File: config.mk
export PLATFORM = sky130hd
export DESIGN_NAME = uart_tx
export DESIGN_NICKNAME = d
export VERILOG_FILES = /design/src/rtl/uart_pkg.sv /design/src/rtl/uart_bit_timer.sv /design/src/rtl/uart_tx.sv
export SDC_FILE = /design/constraint.sdc
export NUM_CORES = 1
export LEC_CHECK = 0
export ABC_AREA = 1
export CORE_AREA = 2 2 72 57
export CTS_CLUSTER_SIZE = 10
export DETAILED_ROUTE_END_ITERATION = 6
export DIE_AREA = 0 0 74 59
export PLACE_DENSITY = 0.75
export SLEW_MARGIN = 20
export SYNTH_ARGS = -nofsm -noshare
export SYNTH_HDL_FRONTEND = slang
export SYNTH_SLANG_ARGS = --single-unit
File: constraint.sdc
create_clock -name clk -period 1.7 [get_ports clk]
set_clock_uncertainty 0.05 [all_clocks]
set_input_delay 0.34 -clock clk [delete_from_list [all_inputs] [get_ports clk]]
set_output_delay 0.34 -clock clk [all_outputs]
set_load 0.01 [all_outputs]
File: src/rtl/uart_pkg.sv
// Shared UART definitions: state encoding, parity constants and defaults
// used by both the transmit and receive paths.
package uart_pkg;

   localparam int DEFAULT_DATA_WIDTH = 8;

   localparam logic PAR_EVEN = 1'b0;
   localparam logic PAR_ODD  = 1'b1;

   typedef enum logic [2:0] {
      IDLE   = 3'd0,
      START  = 3'd1,
      DATA   = 3'd2,
      PARITY = 3'd3,
      STOP   = 3'd4
   } uart_state_t;

   // Parity bit from the XOR of the payload: even keeps it, odd inverts it.
   function automatic logic parity_bit(input logic payload_xor, input logic par_type);
      return (par_type == PAR_ODD) ? ~payload_xor : payload_xor;
   endfunction

endpackage

File: src/rtl/uart_bit_timer.sv
// Bit-period timer: counts clk cycles while enabled and pulses bit_done on
// the last cycle of each serial bit. prescale must already be >= 1.
module uart_bit_timer #(
   parameter int PRESCALE_WIDTH = 6
) (
   input  logic                      clk,
   input  logic                      rst,
   input  logic                      enable,
   input  logic [PRESCALE_WIDTH-1:0] prescale,
   output logic                      bit_done
);

   logic [PRESCALE_WIDTH-1:0] count;

   assign bit_done = enable && (count == prescale - 1'b1);

   // Cycle counter; restarts at every bit boundary and whenever disabled.
   always_ff @(posedge clk or negedge rst) begin
      if (!rst) begin
         count <= '0;
      end else if (!enable || bit_done) begin
         count <= '0;
      end else begin
         count <= count + 1'b1;
      end
   end

endmodule

File: src/rtl/uart_tx.sv
// UART transmitter: accepts a payload on a valid/ready handshake and sends
// start, LSB-first data, optional parity and stop bits on a registered line.
module uart_tx
   import uart_pkg::*;
#(
   parameter int DATA_WIDTH     = DEFAULT_DATA_WIDTH,
   parameter int PRESCALE_WIDTH = 6
) (
   input  logic                      clk,
   input  logic                      rst,
   input  logic [DATA_WIDTH-1:0]     tx_data,
   input  logic                      tx_valid,
   output logic                      tx_ready,
   input  logic                      par_en,
   input  logic                      par_type,
   input  logic [PRESCALE_WIDTH-1:0] prescale,
   output logic                      tx_out,
   output logic                      busy
);

   localparam int IDX_W = (DATA_WIDTH > 1) ? $clog2(DATA_WIDTH) : 1;

   uart_state_t               state;
   logic [DATA_WIDTH-1:0]     data_q;
   logic                      par_en_q;
   logic                      par_bit_q;
   logic [PRESCALE_WIDTH-1:0] prescale_q;
   logic [IDX_W-1:0]          bit_idx;
   logic                      bit_done;

   assign tx_ready = (state == IDLE);
   assign busy     = (state != IDLE);

   uart_bit_timer #(
      .PRESCALE_WIDTH(PRESCALE_WIDTH)
   ) u_bit_timer (
      .clk     (clk),
      .rst     (rst),
      .enable  (state != IDLE),
      .prescale(prescale_q),
      .bit_done(bit_done)
   );

   // Frame sequencer: accepts a payload, then walks START/DATA/PARITY/STOP
   // one bit period at a time, driving the registered serial line.
   always_ff @(posedge clk or negedge rst) begin
      if (!rst) begin
         // NOTE: latched payload registers are reset too, so an aborted frame
         // leaves no stale data behind; all state uses <= so every register
         // samples the pre-edge values of the others.
         state      <= IDLE;
         tx_out     <= 1'b1;
         data_q     <= '0;
         par_en_q   <= 1'b0;
         par_bit_q  <= 1'b0;
         prescale_q <= '0;
         bit_idx    <= '0;
      end else begin
         case (state)
            IDLE: begin
               tx_out <= 1'b1;
               if (tx_valid) begin
                  data_q     <= tx_data;
                  par_en_q   <= par_en;
                  par_bit_q  <= parity_bit(^tx_data, par_type);
                  prescale_q <= (prescale == '0) ? PRESCALE_WIDTH'(1) : prescale;
                  bit_idx    <= '0;
                  tx_out     <= 1'b0;
                  state      <= START;
               end
            end
            START: begin
               if (bit_done) begin
                  bit_idx <= '0;
                  tx_out  <= data_q[0];
                  state   <= DATA;
               end
            end
            DATA: begin
               if (bit_done) begin
                  if (bit_idx == IDX_W'(DATA_WIDTH - 1)) begin
                     if (par_en_q) begin
                        tx_out <= par_bit_q;
                        state  <= PARITY;
                     end else begin
                        tx_out <= 1'b1;
                        state  <= STOP;
                     end
                  end else begin
                     bit_idx <= bit_idx + 1'b1;
                     tx_out  <= data_q[bit_idx + 1'b1];
                  end
               end
            end
            PARITY: begin
               if (bit_done) begin
                  tx_out <= 1'b1;
                  state  <= STOP;
               end
            end
            STOP: begin
               if (bit_done) begin
                  tx_out <= 1'b1;
                  state  <= IDLE;
               end
            end
            default: begin
               tx_out <= 1'b1;
               state  <= IDLE;
            end
         endcase
      end
   end

endmodule

* After elaboration in Yosys (flattened, before gate mapping)
Cells that the tools add are included.
** Word-level totals
- Logic and storage cells :: 64
- Input port bits :: 19
- Bits in registers :: 29
- Output and inout bits :: 3
** Operators by class
- $lt $le $gt $ge :: 1
- Equality and inequality tests :: 14
- $add $sub $neg :: 3
- Reduce and logical (&&, ||, !) cells :: 13
- Mux-type cells :: 24
- Bitwise logic cells :: 1
** Operators with widths (count)
- $mux W3 :: 10
- $pmux W3 S5 :: 1
- $mux W6 :: 2
- $ne A2 B1 Y1 const B :: 5
- $pmux W3 S3 :: 1
- $mux W1 :: 8
- $reduce_xor A8 Y1 :: 1
- $add A6 B1 Y6 const B :: 1
- $eq A3 B2 Y1 const B :: 2
- $eq A3 B3 Y1 const B :: 2
- $eq A6 B6 Y1 :: 1
- $logic_not A6 Y1 :: 1
- $ne A2 B2 Y1 const B :: 3
- $reduce_and A6 Y1 :: 1
- $reduce_bool A3 Y1 :: 2
- $sub A6 B1 Y6 const B :: 1
- $reduce_and A5 Y1 :: 1
- $lt A3 B4 Y1 const B :: 1
- $pmux W1 S4 :: 1
- $add A3 B1 Y3 const B :: 1
- $bmux W1 S3 :: 1
- $eq A3 B1 Y1 const B :: 1
- $logic_not A3 Y1 :: 1
- $reduce_and A3 Y1 :: 1
- other kinds (6) :: 6

* Depth between registers and ports, before layout
Gate-level depths: netlist of the first run.
- Depth in word-level cells :: 6
- Gate-level depth with buffers :: 13
- Mapped depth without buffers :: 13

* Modules after synthesis
Synthesis of the first run repeated with hierarchy kept, for this count alone.
** Second synthesis, totals
- Cell total of the unflattened synthesis :: 247
- Area total of the unflattened synthesis :: 1780.5 µm²
** By module, submodules not included
- uart_tx :: times used 1, sequential area each 576.8 µm², area each 1292.5 µm², cells an instance 177
- uart_bit_timer :: times used 1, sequential area each 150.1 µm², area each 488.0 µm², cells an instance 70

* Least setup slack after synthesis of the first run
Ideal clock, no wire load.
- Kind :: register to register
- Start :: register prescale_q[0]
- End :: register bit_idx[0]
- Stages on the path, launching flop included :: 13
- Data required time :: 1.533 ns
- Buffers on the path :: 0
- Library setup time :: 0.117 ns
- Path slack :: 0.076 ns
- Data arrival time :: 1.457 ns
- Path through :: dfrtp_1 > inv_2 > ha_1 > nand2_1 > nand2_1 > nor2_1 > nand2_2 > nor2_4 > nand3_4 > nand2_4 > nand2_2 > nand2_1 > nand2_1
** Between the ends
- Word-level cells in the longest chain between the ends :: 5
- Elaborated cells on any way between the ends :: 6
** Ends and longest elaborated chain
- from (decl) :: line uart_tx.sv:27 : logic [PRESCALE_WIDTH-1:0] prescale_q;
- from (signal assigned) :: line uart_tx.sv:66 : prescale_q <= (prescale == '0) ? PRESCALE_WIDTH'(1) : prescale;
- $sub A6 B1 Y6 (*) :: line uart_bit_timer.sv:15 : assign bit_done = enable && (count == prescale - 1'b1);
- $eq A6 B6 Y1 (*) :: line uart_bit_timer.sv:15
- $logic_and A1 B1 Y1 (*) :: line uart_bit_timer.sv:15
- $ne A2 B1 Y1 (no source line)
- $reduce_and A5 Y1 (no source line) (*)
- to (signal assigned) :: line uart_tx.sv:90 : bit_idx <= bit_idx + 1'b1;
- to (decl) :: line uart_tx.sv:28 : logic [IDX_W-1:0] bit_idx;
Every way passes the cells marked *; elsewhere a longest branch is shown, timed or not.
A chain may end at the register's enable or synchronous reset.

* Worst setup path in the final report of the first run
- Start :: register prescale_q[1]
- End :: register state[2]
** Between the ends
- Word-level cells in the longest chain between the ends :: 5
- Elaborated cells on any way between the ends :: 8
** Ends and longest elaborated chain
- $sub A6 B1 Y6 (*) :: line uart_bit_timer.sv:15
- $eq A6 B6 Y1 (*) :: line uart_bit_timer.sv:15
- $logic_and A1 B1 Y1 (*) :: line uart_bit_timer.sv:15
- $ne A2 B1 Y1 (no source line)
- $reduce_and A6 Y1 (no source line) (*)
- to (signal assigned) :: line uart_tx.sv:51 : state <= IDLE;
- to (signal assigned) :: line uart_tx.sv:69 : state <= START;
- to (signal assigned) :: line uart_tx.sv:76 : state <= DATA;
- to (decl) :: line uart_tx.sv:23 : uart_state_t state;
Marked as above.

==> impl_metrics.csv, run 1 <==
group,metric,value,unit
worst_setup_path,worstPathRequired,1.83,ns
power_and_ir_drop,power.total,4.04,mW
sta,tightest_slew,0.370,ns
clock_network,worstSkewPairLatency,0.29,ns
placement,port_buffers,21,
grt,grt_first_pass_wirelength,6800,um
worst_setup_path,crit_arrival,1.82,ns
layout,seq_area,727,um^2
floorplan,initial_utilization,49.6,%
route,drt_iter0_drc,108,
floorplan,io_pins,22,
power_and_ir_drop,powerDensity,1780,nW/um^2
sta,hold_violations,0,
grt,busiest_layer,"met2",
clock_network,cts_buffers,5,
power_and_ir_drop,p_sw_share,45.8,%
grt,met2_usage,31.8,%
clock_network,cts_tree,"yes",
grt,overflow,0,
clock_network,cts_buffer_depth,2,
synth,yosysTopAreaCell,"dfrtp_1",
grt,grt_use_met3,7.14,%
synth,synthTopCellsByCount,"74 x nand2_1, 28 x dfrtp_1, 28 x inv_1",
route,via_per_inst,4.94,
grt,antenna_found_initial,0,
route,firstDrtPassIters,4,
layout,drive_gt1_share,20.6,%
floorplan,die_area,4370,um^2
power_and_ir_drop,irDropWorstVdd,0.670,mV
sta,fin_crit_sh,99.9,%
synth,synth.avg_cell_area,7.35,um^2
grt,grt_pass1_vias,1519,
flow_run,drv_cap,0,
worst_setup_path,crit_chain,"inv_2 -> ha_4 -> inv_2 -> nand2_1 -> nand2_1 -> nor2_2 -> nand2_2 -> nor2_4 -> nand3_4 -> buf_4 -> nand3_1 -> nand2_1",
placement,dpl.hpwl,2840,um
layout,num-nets-final,308,
worst_setup_path,cp_slowest_stage_delay,0.36,ns
layout,fin_util,63.2,%
power_and_ir_drop,clock_power_share,13.7,%
sta,rsz0062_at_grt,"true",
power_and_ir_drop,pwr-share-comb,56.6,%
worst_setup_path,cpMostUsedCell,"nand2_1",
power_and_ir_drop,p_leak,1.14,nW
grt,grt_max_degree,30,
route,vias,1669,
status,status,"complete, no violations",
synth,ys.flop_type,"dfrtp_1",
route,route.detailed.wl_per_inst,11.8,um
clock_network,postCtsHoldBufs,0,
layout,nFillCells,322,
synth,ys_types,26,
floorplan,die_h,59,um
synth,postSynthCellCount,242,
floorplan,num_rows,19,
sta,setup_viol,0,
clock_network,cts.sinks,29,
route,post-route-drc-count,0,
synth,seq_area_frac_synth,40.9,%
clock_network,htree_levels,2,
synth,yosys-top-cells-area,"dfrtp_1 39%, nand2_1 16%, nand3_1 6.5%",
synth,synth_edf_count,0,
worst_setup_path,crit_slowest_cell,"dfrtp_1",
sta,slew_headroom,75.4,%
worst_setup_path,crit_type,"flip-flop to flip-flop",
sta,slew_violations,0,
synth,syn_nets,265,
worst_setup_path,critical_path.startpoint_type,"flip-flop",
synth,async_flop_share,100,%
route,wirelength,4010,um
sta,fin_hold_ws,0.387,ns
synth,yosysTopAreaCellShare,39.4,%
worst_setup_path,cp_max_fo,5,
layout,diodes,0,
power_and_ir_drop,p_int,2.19,mW
sta,max_freq,589,MHz
floorplan,fp.dieW,74,um
route,detail-route-antenna-nets,0,
worst_setup_path,endpoint_kind,"flip-flop",
clock_network,root_buffer,"clkbuf_8",
grt,grt_use_total,20.8,%
layout,area_delta_synth_final,27.4,%
sta,period_needed,1.70,ns
grt,gr-usage-met1,27.9,%
synth,synth_most_common_cell,"nand2_1",
layout,multi_input_area,928,um^2
synth,ys_warn_count,0,
placement,gp_congestion,0.856,
synth,synth_area,1780,um^2
power_and_ir_drop,sequentialPowerShare,29.7,%
clock_network,clk_pin_slew,0.07,ns
worst_hold_path,worstHoldPathType,"input pin to async pin",
power_and_ir_drop,power.switching,1.85,mW
floorplan,coreArea,3590,um^2
synth,ys_ff_latch,29,
==> per-stage QoR <==
stage	std cells	TNS, ns	worst slack (ns)	instance area [um^2]
detailed placement	325	-0.0786	-0.0259	2130
global placement	325	-0.000566	-0.000566	2130
finish	338	0	0.00121	2270
global route	338	-0.639	-0.0852	2270
CTS	334	0	0.00454	2230
floorplan	242	0	0.0758	1780
==> cell families (layout without fill, tap and decap cells) <==
logic type	Yosys count	after routing	synth area share (%)
compound gates	27	27	8.58
xor+xnor	7	7	3.45
buf+inv	37	81	8.23
flops	29	29	40.9
simple gates	138	138	36.1
fa+ha+maj	4	4	2.81
==> area by class of cell <==
class,instances,share of cell area [%]
multi-input combinational,176,40.9
sequential,29,32.1
timing repair buffer,39,15.0
inverter,34,5.63
clock buffer,8,3.53
tap,52,2.87
==> path summary, 6_finish.rpt <==
| path | start | to | slack, ns | cells after the start |
|---|---|---|---|---|
| worst min-delay path | rst | u_bit_timer.count[2] | 0.39 | 2 |
| worst min register to register | data_q[7] | data_q[7] | 0.42 | 2 |
| max in group asynchronous | rst | tx_out | 0.91 | 2 |
| worst max register to register | prescale_q[1] | state[2] | 0.001 | 12 |
| min in group clk | data_q[7] | data_q[7] | 0.42 | 2 |
| worst max-delay path | prescale_q[1] | state[2] | 0.001 | 12 |
==> layout by cell type (no fill, tap or decap), types with 2 or more instances in the layout <==
cell type / instances
xor2_1: 3
nor2_1: 20
nand3_1: 23
o21ai_0: 13
dfrtp_1: 28
clkbuf_8: 5
a21oi_2: 2
buf_4: 18
inv_1: 24
nand2_4: 3
ha_1: 3
xnor2_1: 4
o211ai_1: 4
nand2_2: 7
inv_2: 10
o21ai_1: 5
clkbuf_1: 3
nor2_2: 4
a21oi_1: 3
nor2_4: 3
clkdlybuf4s50_1: 18
nand2_1: 73
==> state kept, by name (all words and copies together), names as in the netlist <==
register and cells:
par_en_q 1, prescale_q 6, state 3, par_bit_q 1, data_q 8, bit_idx 3
u_bit_timer.count 6, tx_out 1
==> worst max-delay path, delay by kind of cell, from the launching register on <==
| kind | cells | cell delay [ns] |
|---|---|---|
| buf+inv | 3 | 0.26 |
| simple gates | 8 | 0.65 |
| flops | 1 | 0.36 |
| fa+ha+maj | 1 | 0.27 |
==> timing repair <==
item / in CTS / in global routing
setup endpoints to repair: 13 / 14
setup buffers: 1 / 4
pin swaps: 4 / 3
resized for setup: 6 / 9
==> per-layer routing <==
| layer | up-vias | part of all wire (%) |
|---|---|---|
| met2 | 35 | 47 |
| met4 | 0 | 1.1 |
| met5 | - | 0 |
| li1 | 840 | - |
| met3 | 7 | 4.6 |
| met1 | 787 | 47 |
==> power by group through the flow <==
stage,clock (mW),sequential [mW],combinational (mW)
floorplan,0,1.16,1.52
global placement,0,1.19,2.08
detailed placement,0,1.20,2.13
CTS,0.572,1.19,2.15
global route,0.609,1.23,2.58
finish,0.553,1.20,2.29
Power figures use the tool's default switching activity.
==> run 2: changes to the inputs <==
- CELL_PAD_IN_SITES_DETAIL_PLACEMENT: unset -> 1
- CELL_PAD_IN_SITES_GLOBAL_PLACEMENT: unset -> 2
- CORE_AREA: 2 2 72 57 -> 2 2 96 75
- DIE_AREA: 0 0 74 59 -> 0 0 98 77
- PLACE_DENSITY: 0.75 -> 0.73
==> impl_metrics.csv, run 2 (synthesis gave the netlist of run 1 again) <==
group,metric,value,unit
status,status,"complete, no violations",
power_and_ir_drop,p_int,2.30,mW
sta,fin_crit_sh,97.3,%
layout,reg_top3,"data_q (8), prescale_q (6), u_bit_timer.count (6)",
layout,final_common_cell,"nand2_1",
worst_setup_path,crit_type,"flip-flop to flip-flop",
route,post-route-drc-count,0,
grt,grt_use_total,12.6,%
floorplan,io_pins,22,
power_and_ir_drop,sequentialPowerShare,28.5,%
grt,grt_pass1_vias,1702,
route,wirelength,4300,um
power_and_ir_drop,powerDensity,1760,nW/um^2
route,drt_iter0_drc,51,
grt,grt_max_degree,30,
clock_network,htree_levels,2,
floorplan,die_h,77,um
layout,fin_util,36.0,%
clock_network,cts_tree,"yes",
floorplan,initial_utilization,26.9,%
power_and_ir_drop,p_leak,1.18,nW
worst_setup_path,crit_arrival,1.77,ns
clock_network,cts_buffer_depth,2,
worst_hold_path,worstHoldPathType,"input pin to async pin",
sta,period_needed,1.65,ns
sta,hold_violations,0,
floorplan,coreArea,6600,um^2
route,vias,1617,
clock_network,root_buffer,"clkbuf_8",
placement,gp_congestion,0.729,
placement,dpl_cell_area,2200,um^2
sta,slew_violations,0,
clock_network,postCtsHoldBufs,0,
clock_network,cts_buffers,5,
route,via_per_inst,4.31,
sta,max_freq,604,MHz
layout,diodes,0,
layout,regMostFlops,"data_q",
grt,grt_first_pass_wirelength,7790,um
layout,nFillCells,828,
route,detail-route-antenna-nets,0,
layout,final_cell_mix,"72 x nand2_1, 28 x dfrtp_1, 25 x inv_1",
layout,multi_input_area,938,um^2
layout,seq_area,727,um^2
sta,slew_headroom,78.7,%
power_and_ir_drop,pwr-share-comb,58.3,%
power_and_ir_drop,irDropWorstVdd,0.553,mV
worst_setup_path,critical_path.startpoint_type,"flip-flop",
layout,fin_area,2380,um^2
clock_network,worstSkewPairLatency,0.27,ns
layout,area_delta_synth_final,33.6,%
grt,overflow,0,
sta,setup_viol,0,
flow_run,drv_cap,0,
floorplan,fp.dieW,98,um
layout,drive_gt1_share,22.3,%
layout,largest_reg_flops,8,
route,firstDrtPassIters,4,
placement,dpl.hpwl,3420,um
grt,antenna_found_initial,0,
sta,tightest_slew,0.318,ns
floorplan,num_rows,26,
worst_setup_path,worstPathRequired,1.81,ns
worst_setup_path,cp_max_fo,6,
power_and_ir_drop,clock_power_share,13.2,%
sta,fin_ws,0.0452,ns
clock_network,clk_pin_slew,0.07,ns
placement,dp_slack,-0.0513,ns
floorplan,die_area,7550,um^2
route,route.detailed.wl_per_inst,11.5,um
sta,rsz0062_at_grt,"true",
placement,port_buffers,21,
worst_setup_path,endpoint_kind,"flip-flop",
layout,num-nets-final,313,
power_and_ir_drop,power.switching,1.87,mW
clock_network,cts.sinks,29,
power_and_ir_drop,p_sw_share,44.9,%
==> run 2: changes by cell type in the layout (fill, tap and decap cells not counted), moves of 2 or more <==
cell      delta
buf_4        +4
clkbuf_1     -3
nor2_2       -2
clkinv_2     +2
==> run 2: through the flow <==
stage	hold WS [ns]	TNS [ns]	power, mW	cells
finish	0.369	0	4.18	375
global route	0.386	-0.516	4.66	375
CTS	0.378	0	4.04	369
detailed placement	0.416	-0.248	3.45	359
global placement	0.409	-0.0440	3.41	359
floorplan	-0.00559	0	2.67	242
==> run 2: final timing paths <==
path / from / cells after the start / endpoint / slack (ns)
worst min register to register: data_q[3] / 2 / data_q[3] / 0.43
worst max register to register: prescale_q[1] / 13 / bit_idx[0] / 0.05
max in group asynchronous: rst / 2 / tx_out / 0.99
min in group clk: data_q[3] / 2 / data_q[3] / 0.43
worst max-delay path: prescale_q[1] / 13 / bit_idx[0] / 0.05
worst min-delay path: rst / 2 / prescale_q[1] / 0.37
==> run 2: layout make-up <==
cell class / count / area share (%)
clock buffers: 5 / 2.89
clock inverters: 3 / 0.737
flip-flops and latches: 29 / 30.6
multi-input cells: 176 / 39.5
well taps: 84 / 4.42
inverters: 34 / 5.37
repair buffers: 44 / 16.5
==> run 2: critical path, stage by stage (launching register included) <==
cell and delay [ns]:
dfrtp_1 0.36, inv_2 0.06, ha_4 0.27, inv_2 0.03
nand2_1 0.05, nand2_1 0.04, nor2_1 0.11, nand2_2 0.08
nor2_4 0.10, nand3_4 0.13, nand2_4 0.12, nand2_4 0.06
nand2_1 0.06, nand2_1 0.04
==> run 2: power by group through the flow <==
| stage | logic, mW | registers, mW | clock network, mW |
|---|---|---|---|
| after floorplan | 1.52 | 1.16 | 0 |
| after global placement | 2.22 | 1.19 | 0 |
| after detailed placement | 2.25 | 1.20 | 0 |
| after CTS | 2.28 | 1.19 | 0.571 |
| after global routing | 2.82 | 1.24 | 0.606 |
| final | 2.44 | 1.19 | 0.554 |
==> run 2: routing by layer <==
layer | GRT usage (%) | up-vias | wire length, um | share of wire, %
li1 | - | 856 | - | -
met1 | 18.5 | 728 | 2450 | 57
met3 | 2.01 | 7 | 121 | 2.8
met4 | 4.17 | 0 | 67 | 1.6
met2 | 18.6 | 26 | 1660 | 39
met5 | 0 | - | 0 | 0
==> run 2: what timing repair did <==
item,CTS,global route
buffers inserted,2,6
gates resized for setup,7,7
pin swaps,3,2
setup endpoints to repair,11,13
==> run 3: changes to the inputs <==
- CORE_AREA: 2 2 96 75 -> 8 8 93 74
- DIE_AREA: 0 0 98 77 -> 0 0 101 82
- PLACE_DENSITY: 0.73 -> 0.84
- clock period: 1.7 -> 2.1 ns (I/O delays scaled with it)
==> impl_metrics.csv, run 3 (synthesis gave the netlist of run 1 again) <==
group,metric,value,unit
layout,area_delta_synth_final,22.9,%
clock_network,clk_pin_slew,0.06,ns
route,post-route-drc-count,0,
sta,fin_hold_ws,0.430,ns
route,drt_iter0_drc,35,
worst_setup_path,endpoint_kind,"primary output",
worst_setup_path,cp_slowest_stage_delay,0.40,ns
placement,dpl.hpwl,3460,um
clock_network,htree_levels,2,
power_and_ir_drop,clock_power_share,14.9,%
layout,fin_util,39.6,%
clock_network,root_buffer,"clkbuf_8",
sta,setup_tns,0,ns
sta,rsz0062_at_grt,"false",
power_and_ir_drop,power.switching,1.39,mW
layout,fin_area,2190,um^2
sta,max_freq,535,MHz
worst_setup_path,critical_path.startpoint_type,"flip-flop",
worst_setup_path,cp_num_buf_inv,3,
route,firstDrtPassIters,4,
placement,gp_congestion,0.780,
power_and_ir_drop,powerDensity,1390,nW/um^2
floorplan,die_h,82,um
power_and_ir_drop,pwr-share-comb,52.7,%
floorplan,initial_utilization,32.2,%
worst_setup_path,worstPathRequired,1.63,ns
route,route.detailed.wl_per_inst,12.1,um
power_and_ir_drop,p_sw_share,45.7,%
placement,dp_cells,341,
sta,hold_violations,0,
layout,reg_top3,"data_q (8), prescale_q (6), u_bit_timer.count (6)",
clock_network,postCtsHoldBufs,0,
clock_network,cts_buffer_depth,2,
grt,grt_pass1_vias,1619,
status,status,"complete, no violations",
worst_setup_path,crit_chain,"inv_1 -> nand2_2 -> nor2_4 -> inv_2 -> dlygate4sd2_1",
grt,antenna_found_initial,0,
layout,diodes,0,
placement,dpl_cell_area,2090,um^2
route,wirelength,4230,um
floorplan,coreArea,5530,um^2
power_and_ir_drop,p_leak,1.08,nW
worst_hold_path,worstHoldPathType,"flip-flop to flip-flop",
grt,grt_use_total,11.2,%
floorplan,io_pins,22,
clock_network,cts_tree,"yes",
grt,overflow,0,
layout,largest_reg_flops,8,
worst_setup_path,critPathTopFamily,"buffers and inverters",
clock_network,worstSkewPairLatency,0.27,ns
worst_setup_path,crit_arrival,1.40,ns
floorplan,fp.dieW,101,um
worst_setup_path,cp_max_fo,5,
route,vias,1559,
clock_network,cts.sinks,29,
power_and_ir_drop,irDropWorstVdd,0.401,mV
power_and_ir_drop,p_int,1.65,mW
power_and_ir_drop,power.total,3.04,mW
clock_network,cts_buffers,5,
layout,final_common_cell,"nand2_1",
route,via_per_inst,4.47,
worst_setup_path,crit_type,"flip-flop to primary output",
placement,dp_slack,0.268,ns
sta,fin_ws,0.232,ns
worst_setup_path,crit_slowest_cell,"dfrtp_1",
sta,setup_viol,0,
layout,num-nets-final,294,
placement,port_buffers,21,
layout,final_cell_mix,"74 x nand2_1, 28 x inv_1, 28 x dfrtp_1",
grt,grt_max_degree,30,
floorplan,die_area,8280,um^2
sta,slew_headroom,74.4,%
sta,slew_violations,0,
power_and_ir_drop,sequentialPowerShare,32.4,%
layout,drive_gt1_share,14.0,%
sta,tightest_slew,0.384,ns
layout,regMostFlops,"data_q",
sta,fin_crit_sh,88.9,%
layout,fin_cells,349,
grt,grt_first_pass_wirelength,7380,um
route,detail-route-antenna-nets,0,
layout,nFillCells,693,
floorplan,num_rows,24,
flow_run,drv_cap,0,
sta,period_needed,1.87,ns
run 3: path summary, 6_finish.rpt:
kind / slack (ns) / from / to / depth (start not counted)
hold / removal: 0.43 / data_q[3] / data_q[3] / 2
min in group asynchronous: 0.49 / rst / prescale_q[0] / 2
setup reg to reg: 0.35 / prescale_q[0] / bit_idx[0] / 12
hold reg to reg: 0.43 / data_q[3] / data_q[3] / 2
setup / recovery: 0.23 / state[1] / busy / 5
max in group asynchronous: 1.19 / rst / tx_out / 2
run 3: what timing repair did:
item	CTS	global route
cloned	0	0
buffers inserted	1	0
setup endpoints to repair	1	1
gates resized for setup	1	1
run 3: layout make-up:
type                    count  area, um^2  share of cell area [%]
multi-input cells         176         906                    41.4
inverters                  34         128                    5.84
well taps                  78        97.6                    4.46
flip-flops and latches     29         727                    33.3
repair buffers             25         241                    11.0
clock buffers               7        86.3                    3.95
run 3: worst min-delay path: stages, from the launching register on:
cell	delay (ns)
dfrtp_1	0.35
nand2_1	0.05
nand2_1	0.05
run 3: power groups by stage:
stage / Sequential (mW) / Clock [mW] / Combinational [mW]
after detailed placement: 1.00 / 0 / 1.62
after floorplan: 0.936 / 0 / 1.23
after global routing: 1.02 / 0.498 / 1.85
final: 0.986 / 0.454 / 1.60
after global placement: 0.993 / 0 / 1.59
after CTS: 0.987 / 0.470 / 1.64
run 3: layer usage:
layer	share of wire [%]	vias to the layer above	track usage (%)
li1	-	816	-
met1	57	716	15.9
met2	40	25	16.6
met3	2.9	2	2.37
met4	0.80	0	3.56
met5	0	-	0
